--- src/rtl/alarm_latch_ctrl.sv ---
// alarm_latch_ctrl: arms and disarms the system, debounces the raw alarm
// flag into a latched alarm, drives a time-limited pulsing siren, and locks
// out disarm attempts after three consecutive wrong codes.
module alarm_latch_ctrl #(
    parameter int unsigned DEBOUNCE_CYCLES   = 32'd4,
    parameter int unsigned SIREN_CYCLES      = 32'd32,
    parameter int unsigned SIREN_HALF_PERIOD = 32'd2,
    parameter logic [3:0]  DISARM_CODE       = 4'hA,
    parameter int unsigned LOCKOUT_CYCLES    = 32'd16
) (
    input  logic       clk,
    input  logic       rst_n,
    input  logic       al,
    input  logic       arm,
    input  logic       disarm_req,
    input  logic [3:0] disarm_code,
    output logic [1:0] state,
    output logic       alarm_active,
    output logic       siren,
    output logic       bad_code,
    output logic       locked_out,
    output logic [7:0] event_count
);

    localparam int unsigned DEB_W = $clog2(DEBOUNCE_CYCLES + 32'd1);
    localparam int unsigned SIR_W = (SIREN_CYCLES < 32'd1) ? 32'd1 : $clog2(SIREN_CYCLES + 32'd1);
    localparam int unsigned PH_W  = $clog2(SIREN_HALF_PERIOD + 32'd1);
    localparam int unsigned LCK_W = (LOCKOUT_CYCLES < 32'd1) ? 32'd1 : $clog2(LOCKOUT_CYCLES + 32'd1);

    // Debounce counter value on the last required high sample.
    localparam logic [DEB_W-1:0] DEB_LAST = DEB_W'(DEBOUNCE_CYCLES - 32'd1);
    // Siren timer value of the final pulsing ALARM cycle, and its parked value.
    localparam logic [SIR_W-1:0] SIR_LAST = SIR_W'(SIREN_CYCLES - 32'd1);
    localparam logic [SIR_W-1:0] SIR_END  = SIR_W'(SIREN_CYCLES);
    localparam logic [PH_W-1:0]  PH_LAST  = PH_W'(SIREN_HALF_PERIOD - 32'd1);
    localparam logic [LCK_W-1:0] LCK_LOAD = LCK_W'(LOCKOUT_CYCLES);

    typedef enum logic [1:0] {
        ST_DISARMED = 2'd0,
        ST_ARMED    = 2'd1,
        ST_PENDING  = 2'd2,
        ST_ALARM    = 2'd3
    } state_t;

    state_t           r_state;
    logic [DEB_W-1:0] r_deb_cnt;
    logic [SIR_W-1:0] r_sir_tmr;
    logic [PH_W-1:0]  r_sir_phase;
    logic             r_siren;
    logic             r_alarm_active;
    logic             r_bad_code;
    logic [1:0]       r_wrong_cnt;
    logic             r_locked_out;
    logic [LCK_W-1:0] r_lock_tmr;
    logic [7:0]       r_event_count;

    state_t           w_state_nxt;
    logic [DEB_W-1:0] w_deb_nxt;
    logic [SIR_W-1:0] w_sir_tmr_nxt;
    logic [PH_W-1:0]  w_sir_phase_nxt;
    logic             w_siren_nxt;
    logic             w_bad_code_nxt;
    logic [1:0]       w_wrong_nxt;
    logic             w_locked_nxt;
    logic [LCK_W-1:0] w_lock_tmr_nxt;
    logic [7:0]       w_event_nxt;
    logic             w_alarm_entry;
    logic             w_req_live;
    logic             w_valid;
    logic             w_wrong;

    // Disarm requests only count outside DISARMED and outside a lockout.
    assign w_req_live    = disarm_req && !r_locked_out && (r_state != ST_DISARMED);
    assign w_valid       = w_req_live && (disarm_code == DISARM_CODE);
    assign w_wrong       = w_req_live && (disarm_code != DISARM_CODE);
    assign w_alarm_entry = (w_state_nxt == ST_ALARM) && (r_state != ST_ALARM);

    // Next-state logic: valid disarm wins over al, al wins over arm.
    always_comb begin
        w_state_nxt = r_state;
        w_deb_nxt   = r_deb_cnt;
        case (r_state)
            ST_DISARMED: begin
                w_deb_nxt = {DEB_W{1'b0}};
                if (arm) begin
                    w_state_nxt = ST_ARMED;
                end else begin
                    w_state_nxt = ST_DISARMED;
                end
            end
            ST_ARMED: begin
                if (w_valid) begin
                    w_state_nxt = ST_DISARMED;
                    w_deb_nxt   = {DEB_W{1'b0}};
                end else if (al) begin
                    w_state_nxt = ST_PENDING;
                    w_deb_nxt   = DEB_W'(32'd1);
                end else begin
                    w_state_nxt = ST_ARMED;
                    w_deb_nxt   = {DEB_W{1'b0}};
                end
            end
            ST_PENDING: begin
                if (w_valid) begin
                    w_state_nxt = ST_DISARMED;
                    w_deb_nxt   = {DEB_W{1'b0}};
                end else if (!al) begin
                    w_state_nxt = ST_ARMED;
                    w_deb_nxt   = {DEB_W{1'b0}};
                end else if (r_deb_cnt == DEB_LAST) begin
                    w_state_nxt = ST_ALARM;
                    w_deb_nxt   = {DEB_W{1'b0}};
                end else begin
                    w_state_nxt = ST_PENDING;
                    w_deb_nxt   = r_deb_cnt + DEB_W'(32'd1);
                end
            end
            ST_ALARM: begin
                w_deb_nxt = {DEB_W{1'b0}};
                if (w_valid) begin
                    w_state_nxt = ST_DISARMED;
                end else begin
                    w_state_nxt = ST_ALARM;
                end
            end
            default: begin
                w_state_nxt = ST_DISARMED;
                w_deb_nxt   = {DEB_W{1'b0}};
            end
        endcase
    end

    // Siren timing: restart high on ALARM entry, toggle each half period, then park low.
    always_comb begin
        w_sir_tmr_nxt   = r_sir_tmr;
        w_sir_phase_nxt = r_sir_phase;
        w_siren_nxt     = r_siren;
        if (w_state_nxt != ST_ALARM) begin
            w_sir_tmr_nxt   = {SIR_W{1'b0}};
            w_sir_phase_nxt = {PH_W{1'b0}};
            w_siren_nxt     = 1'b0;
        end else if (w_alarm_entry) begin
            w_sir_tmr_nxt   = {SIR_W{1'b0}};
            w_sir_phase_nxt = {PH_W{1'b0}};
            w_siren_nxt     = 1'b1;
        end else if (r_sir_tmr < SIR_LAST) begin
            w_sir_tmr_nxt = r_sir_tmr + SIR_W'(32'd1);
            if (r_sir_phase >= PH_LAST) begin
                w_sir_phase_nxt = {PH_W{1'b0}};
                w_siren_nxt     = ~r_siren;
            end else begin
                w_sir_phase_nxt = r_sir_phase + PH_W'(32'd1);
                w_siren_nxt     = r_siren;
            end
        end else begin
            w_sir_tmr_nxt   = SIR_END;
            w_sir_phase_nxt = {PH_W{1'b0}};
            w_siren_nxt     = 1'b0;
        end
    end

    // Wrong-code counting, lockout timer and saturating ALARM entry count.
    always_comb begin
        w_bad_code_nxt = 1'b0;
        w_wrong_nxt    = r_wrong_cnt;
        w_locked_nxt   = r_locked_out;
        w_lock_tmr_nxt = r_lock_tmr;
        w_event_nxt    = r_event_count;
        if (r_locked_out) begin
            if (r_lock_tmr <= LCK_W'(32'd1)) begin
                w_lock_tmr_nxt = {LCK_W{1'b0}};
                w_locked_nxt   = 1'b0;
            end else begin
                w_lock_tmr_nxt = r_lock_tmr - LCK_W'(32'd1);
                w_locked_nxt   = 1'b1;
            end
        end else if (w_wrong) begin
            w_bad_code_nxt = 1'b1;
            if (r_wrong_cnt == 2'd2) begin
                w_wrong_nxt    = 2'd0;
                w_locked_nxt   = 1'b1;
                w_lock_tmr_nxt = LCK_LOAD;
            end else begin
                w_wrong_nxt = r_wrong_cnt + 2'd1;
            end
        end else if (w_valid) begin
            w_wrong_nxt = 2'd0;
        end else begin
            w_wrong_nxt = r_wrong_cnt;
        end
        if (w_alarm_entry && (r_event_count != 8'hFF)) begin
            w_event_nxt = r_event_count + 8'd1;
        end else begin
            w_event_nxt = r_event_count;
        end
    end

    // State and output registers with synchronous active-low reset.
    always_ff @(posedge clk) begin
        if (!rst_n) begin
            r_state        <= ST_DISARMED;
            r_deb_cnt      <= {DEB_W{1'b0}};
            r_sir_tmr      <= {SIR_W{1'b0}};
            r_sir_phase    <= {PH_W{1'b0}};
            r_siren        <= 1'b0;
            r_alarm_active <= 1'b0;
            r_bad_code     <= 1'b0;
            r_wrong_cnt    <= 2'd0;
            r_locked_out   <= 1'b0;
            r_lock_tmr     <= {LCK_W{1'b0}};
            r_event_count  <= 8'd0;
        end else begin
            r_state        <= w_state_nxt;
            r_deb_cnt      <= w_deb_nxt;
            r_sir_tmr      <= w_sir_tmr_nxt;
            r_sir_phase    <= w_sir_phase_nxt;
            r_siren        <= w_siren_nxt;
            r_alarm_active <= (w_state_nxt == ST_ALARM);
            r_bad_code     <= w_bad_code_nxt;
            r_wrong_cnt    <= w_wrong_nxt;
            r_locked_out   <= w_locked_nxt;
            r_lock_tmr     <= w_lock_tmr_nxt;
            r_event_count  <= w_event_nxt;
        end
    end

    assign state        = r_state;
    assign alarm_active = r_alarm_active;
    assign siren        = r_siren;
    assign bad_code     = r_bad_code;
    assign locked_out   = r_locked_out;
    assign event_count  = r_event_count;

endmodule
--- config.mk ---
export PLATFORM = sky130hd
export DESIGN_NAME = alarm_latch_ctrl
export DESIGN_NICKNAME = d
export VERILOG_FILES = /design/src/rtl/alarm_latch_ctrl.sv
export SDC_FILE = /design/constraint.sdc
export NUM_CORES = 1
export LEC_CHECK = 0
export BUFFER_PORTS_ARGS = -buffer_cell sky130_fd_sc_hd__buf_2
export CORE_MARGIN = 2
export CORE_UTILIZATION = 55
export CTS_BUF_LIST = sky130_fd_sc_hd__clkbuf_4
export CTS_CLUSTER_DIAMETER = 200
export DETAILED_ROUTE_END_ITERATION = 7
export GPL_TIMING_DRIVEN = 0
export PLACE_DENSITY = 0.77
export SLEW_MARGIN = 20
export SYNTH_ARGS = -nofsm -noshare
export SYNTH_HDL_FRONTEND = slang
export SYNTH_SLANG_ARGS = --single-unit
--- constraint.sdc ---
create_clock -name clk -period 2.5 [get_ports clk]
set_input_delay 0.375 -clock clk [delete_from_list [all_inputs] [get_ports clk]]
set_output_delay 0.375 -clock clk [all_outputs]
set_load 0.03 [all_outputs]
==> results.toml, run 1 <==
[outcome]
status = "completed"

[finish]
area_delta_synth_final_pct = 14.8
fillers = 250
diodes = 0
layout.nets = 212
drive_gt1_frac = 0.217
stdcell_count = 229

[clock_tree]
numCtsBuffers = 5
cts.sinks = 32
hold_buffers = 0
htreeDepth = 2
cts_tree = "built"
clock-root-buffer = "clkbuf_4"
clk_pin_slew_ns = 0.10
ctsLongestPathBuffers = 2
cts_resized = 0
clk_latency_ns = 0.33
post_cts_buffers = 0

[sta]
worst_pin_slew_ns = 0.505
finalCriticalPeriod_ns = 1.82
clock_skew_ns = 0.00700
setup_violations = 0
finalHoldViolCount = 0
slew_viol_final = 0
fin_crit_sh = 0.726
slew_headroom = 0.660
rsz0062_at_grt = "false"
fin_tns_setup_ns = 0
max_freq_mhz = 551

[logic_synthesis]
synth_top_family_by_area = "simple AND/OR/NAND/NOR gates"
synth-edff-count = 0
synth_top_area_cell = "dfxtp_1"
yosysUniqueCellTypes = 52
syn_nets = 183
synthAdderAreaFrac = 0.0485
synth-xor-area-share = 0.0227
async_flop_share = 0
post_synth_and_or_nand_nor_area_fraction = 0.284
synthCells = 168
netlist_area_um2 = 1550
yosys_warnings = 0
yosysSeqAreaShare = 0.414
synth_flop_cell = "dfxtp_1"
synth_top_area_share = 0.414
synth_compound_area_frac = 0.147
yosys-top-cells-area = "dfxtp_1 41%, ha_1 4.9%, mux2i_1 3.9%, nor2_1 3.6%, nand2_1 2.7%"
synth.area.mux_share = 0.0388
syn_avg_cell_area_um2 = 9.21
synth_seq_cells = 32

[floorplan]
pin_count = 23
die_x_um = 57.0
design.core.area_um2 = 2710
die_area_um2 = 3250
start_util = 0.571
num_rows = 19
die_h_um = 57.0

[setup_path]
critPathMaxFanout = 10
start_kind = "register"
cp_data_arrival_time_ns = 2.07
crit_type = "register to register"
rr_worst_depth = 6
cp-end-kind = "register"
worst-endpoint-required_ns = 2.76

[place]
post-dp-hpwl_um = 2260
port_buffers = 22
placed_cells = 221
place.gp.congestion = 0.751

[global_routing]
grt_pass1_vias = 1263
grt_max_degree = 11
grt_pass1_wl_um = 5310
groute.usage.overall = 0.206
grt_remaining_overflow = 0
grt_antenna_before_repair = 0

[worst_hold_path]
hp-class = "primary input to register"
hold_depth = 3

[routing]
drt_iter0_drc = 32
drc_errors = 0
drtPass1Iterations = 6
wl_per_cell_um = 13.4
antenna_left = 0
vias = 1326
finalWirelength_um = 3070
viasPerCell = 5.79

[power_and_ir_drop]
p_per_area_nw_per_um2 = 554
internal-power_mw = 0.762
totalPowerFinal_mw = 0.984
power_switching_mw = 0.221
power.share.switching = 0.225
ir_drop_mv = 0.473
p_clk_frac = 0.401
leakagePower_nw = 0.707
pwr-share-comb = 0.071
seq_power_share = 0.528

[job]
maxCapViolCount = 0
-- final cells by class --
class	instances	area, um^2	area share
inverter	8	30.0	0.0169
clock inverter	2	35.0	0.0197
buffer	7	38.8	0.0218
clock buffer	6	45.0	0.0254
timing repair buffer	22	110	0.0620
sequential	32	641	0.361
tap	31	38.8	0.0218
multi-input combinational	121	837	0.471
-- routing by layer --
| layer | global-route usage | vias up | wire length, um |
|---|---|---|---|
| li1 | - | 670 | - |
| met1 | 0.252 | 623 | 1410 |
| met2 | 0.361 | 27 | 1490 |
| met3 | 0.0454 | 6 | 133 |
| met4 | 0.0631 | 0 | 39 |
| met5 | 0 | - | 0 |
-- metrics by stage --
stage / cell area (um^2) / utilization / hold slack (ns) / setup slack, ns
global route: 1780 / 0.655 / 0.323 / 0.569
floorplan: 1550 / - / 0.412 / 0.767
finish: 1780 / 0.655 / 0.286 / 0.684
detailed placement: 1700 / 0.626 / 0.433 / 0.671
global placement: 1700 / 0.626 / 0.420 / 0.711
CTS: 1780 / 0.655 / 0.289 / 0.688
-- state kept, by name, summed over array words and instances (netlist names) --
name          flops
alarm_active      1
bad_code          1
event_count       8
locked_out        1
r_deb_cnt         3
r_lock_tmr        5
r_sir_phase       2
r_sir_tmr         6
r_wrong_cnt       2
siren             1
state             2
-- worst max-delay path, cell delays in order, from the launching register on --
cell      delay [ns]
dfxtp_1         0.36
ha_1            0.17
and2b_1         0.22
nand4b_1        0.13
buf_2           0.20
or4_1           0.50
a21oi_1         0.16
-- power by group through the flow --
stage / clock [mW] / sequential, mW / combinational (mW)
floorplan: 0 / 0.537 / 0.0426
global placement: 0 / 0.530 / 0.0668
detailed placement: 0 / 0.531 / 0.0694
CTS: 0.403 / 0.519 / 0.0698
global route: 0.417 / 0.520 / 0.0775
finish: 0.395 / 0.519 / 0.0699
-- cells by family (layout without fill, tap and decap cells) --
| logic type | count (synthesis) | after routing |
|---|---|---|
| multiplexers | 6 | 6 |
| AO/OA/AOI/OAI | 32 | 32 |
| buffers and inverters | 15 | 45 |
| flip-flops | 32 | 32 |
| AND/OR/NAND/NOR | 73 | 73 |
| XOR/XNOR | 4 | 4 |
| adder cells (fa/ha/maj) | 6 | 6 |
-- Yosys cell counts (all sizes together) (3+ instances only) --
cell type	number
inv	8
dfxtp	32
ha	6
o21ai	3
or4	4
nand3	4
nor3	7
nor4	4
nor3b	4
xor2	3
buf	5
and2	3
nand2b	6
o31ai	3
nand2	11
a21oi	8
nor2	16
mux2i	6
-- final timing paths --
check / from / end / slack (ns)
setup / recovery: r_deb_cnt[0] / event_count[6] / 0.68
hold / removal: arm / state[0] / 0.29
setup reg to reg: r_deb_cnt[0] / event_count[6] / 0.68
hold reg to reg: r_sir_phase[0] / r_sir_phase[0] / 0.44
-- placed cells by master, fill, tap and decap left out, types with 3 or more instances in the layout --
| master | netlist | final |
|---|---|---|
| dfxtp_1 | 32 | 32 |
| buf_2 | 4 | 26 |
| nor2_1 | 15 | 15 |
| nand2_1 | 11 | 11 |
| inv_1 | 8 | 8 |
| a21oi_1 | 8 | 8 |
| nor3_1 | 7 | 7 |
| nand2b_1 | 6 | 6 |
| mux2i_1 | 6 | 6 |
| ha_1 | 6 | 6 |
| clkbuf_4 | 0 | 6 |
| nand3_1 | 4 | 4 |
| nor4_1 | 4 | 4 |
| and2_1 | 3 | 3 |
| o31ai_1 | 3 | 3 |
| or4_1 | 3 | 3 |
| o21ai_0 | 3 | 3 |
| xor2_1 | 3 | 3 |
No activity file was read; power rests on OpenSTA's default activity.
==> inputs of run 2 (changes only) <==
Settings changed: CORE_UTILIZATION 55 to 52.
Clock period 2.5 ns to 1.6 ns, I/O delays scaled along.
==> run 2 against run 1 <==
Net effect: worst setup slack worse by 0.74 ns; clock skew is 0.0051 ns higher; first-iteration DRC count is 88% higher; the run now ends with negative setup slack left; sequential power is 57% higher; routed wire length is 12% higher; cell count is 3.5% higher; critical path depth stayed put; hold slack worse by 0.15 ns; clock power is 48% higher; count of clock-buffer cells in the layout is 1 lower; via count is 4.1% higher.
==> results.toml, run 2 (synthesis gave the netlist of run 1 again) <==
[setup_path]
crit_type = "register to register"
cp-end-kind = "register"
start_kind = "register"
path_buf_inv = 1
worst-endpoint-required_ns = 1.87
worst-path-stages = 6
reg2reg_slack_ns = -0.05
worstReg2RegEnd = "event_count[6]"
critPathMaxStageDelay_ns = 0.48
rr_worst_depth = 6
cp_data_arrival_time_ns = 1.92
critPathMaxFanout = 5
r2r_start = "r_deb_cnt[0]"
crit_chain = "ha_4 > and2b_2 > nand4b_1 > buf_6 > or4_4 > a21oi_2"
cp_top_family = "simple AND/OR/NAND/NOR gates"
slowest_stage = "or4_4"

[sta]
fin_hold_ws_ns = 0.138
slew_headroom = 0.658
timing.final.ws_setup_ns = -0.0524
fin_crit_sh = 1.03
max_freq_mhz = 605
finalHoldViolCount = 0
setup_violations = 3
rsz0062_at_grt = "true"
clock_skew_ns = 0.0121
slew_viol_final = 0
worst_pin_slew_ns = 0.513
finalCriticalPeriod_ns = 1.65

[worst_hold_path]
hp-class = "primary input to register"
hold_depth = 3
min_to = "state[0]"
hp-start = "arm"

[place]
port_buffers = 22
placed_cells = 221
place_worst_setup_slack_ns = -0.175
place.gp.congestion = 0.826
post-dp-hpwl_um = 2340

[global_routing]
grt_remaining_overflow = 0
grt_pass1_wl_um = 5450
grt_max_degree = 11
grt_antenna_before_repair = 0
grt_pass1_vias = 1280
groute.usage.overall = 0.215

[power_and_ir_drop]
power_switching_mw = 0.347
ir_drop_mv = 0.675
p_per_area_nw_per_um2 = 788
pwr-share-comb = 0.086
p_clk_frac = 0.382
leakagePower_nw = 0.758
power.share.switching = 0.227
seq_power_share = 0.532
internal-power_mw = 1.18
totalPowerFinal_mw = 1.53

[routing]
viasPerCell = 5.82
finalWirelength_um = 3450
drc_errors = 0
wl_per_cell_um = 14.5
vias = 1380
drt_iter0_drc = 60
antenna_left = 0
drtPass1Iterations = 4

[clock_tree]
hold_buffers = 0
clk_pin_slew_ns = 0.10
cts_tree = "built"
ctsLongestPathBuffers = 2
htreeDepth = 2
numCtsBuffers = 5
clk_latency_ns = 0.33
clock-root-buffer = "clkbuf_4"
cts.sinks = 32

[finish]
mostFrequentLayoutCell = "dfxtp_1"
mostFrequentLayoutCells = "25 x dfxtp_1, 23 x buf_2, 15 x nor2_1"
drive_gt1_frac = 0.335
post-route-util = 0.697
stdcell_count = 237
diodes = 0
area_delta_synth_final_pct = 25.4
layout.nets = 220
largest_reg_flops = 8

[floorplan]
pin_count = 23
num_rows = 19
design.core.area_um2 = 2780
die_h_um = 58.5
die_area_um2 = 3430
start_util = 0.556
die_x_um = 58.5

[outcome]
status = "finished with violations"
violations = "negative setup slack"

[job]
maxCapViolCount = 0
[run 2: cell count changes in the layout (fill, tap and decap cells not counted), moves of 2 or more]
cell,before,now
nor3_1,7,5
buf_4,0,9
a21oi_2,0,2
clkinv_1,0,2
dfxtp_2,0,6
buf_6,1,3
a21oi_1,8,6
buf_2,26,23
or4_1,3,1
ha_1,6,4
or4_4,1,3
dfxtp_1,32,25
[run 2: worst register-to-register path, stage by stage (launching register included)]
cell and delay (ns):
dfxtp_2 0.36, ha_4 0.14, and2b_2 0.16, nand4b_1 0.15, buf_6 0.17, or4_4 0.48
a21oi_2 0.14
[run 2: power by group through the flow]
stage	Combinational, mW	Clock [mW]	Sequential (mW)
after floorplan	0.0714	0	0.840
after global routing	0.143	0.642	0.814
after global placement	0.110	0	0.830
after detailed placement	0.115	0	0.831
final	0.132	0.583	0.813
after CTS	0.125	0.599	0.813
[run 2: timing repair]
item                                    4_1_cts  5_1_grt
pin swaps                                     5        6
endpoints found under the setup margin       11       11
buffers inserted                              5        3
resized for setup                             8       14
cloned                                        1        0
[run 2: metrics by stage]
stage	area [um^2]	TNS, ns
finish	1940	-0.110
global route	1940	-0.304
CTS	1860	-0.186
detailed placement	1720	-1.03
global placement	1720	-0.613
floorplan	1570	-0.00564
[run 2: cell type report]
| type | instances | area, um^2 |
|---|---|---|
| fillers | 220 | 842 |
| flip-flops and latches | 32 | 652 |
| clock inverters | 3 | 37.5 |
| well taps | 31 | 38.8 |
| inverters | 8 | 30.0 |
| plain buffers | 6 | 48.8 |
| clock buffers | 5 | 37.5 |
| repair buffers | 31 | 175 |
| multi-input cells | 121 | 920 |
[run 2: per-layer routing]
metal  global-route usage  vias to the layer above  share of wire
li1                     -                      686              -
met1                0.253                      643           0.43
met2                0.355                       41           0.50
met3               0.0703                       10          0.047
met4               0.0963                        0          0.019
met5                    0                        -              0
[run 2: how the worst max path moves through the flow]
| stage | startpoint | end | slack (ns) |
|---|---|---|---|
| 2_1_floorplan | r_deb_cnt[0] | event_count[5] | -0.003 |
| 3_3_place_gp | r_deb_cnt[0] | event_count[5] | -0.10 |
| 3_5_place_dp | r_deb_cnt[0] | event_count[5] | -0.17 |
| 4_1_cts | r_deb_cnt[1] | event_count[5] | -0.06 |
| 5_1_grt | r_deb_cnt[0] | event_count[6] | -0.12 |
| 6_report | r_deb_cnt[0] | event_count[6] | -0.05 |
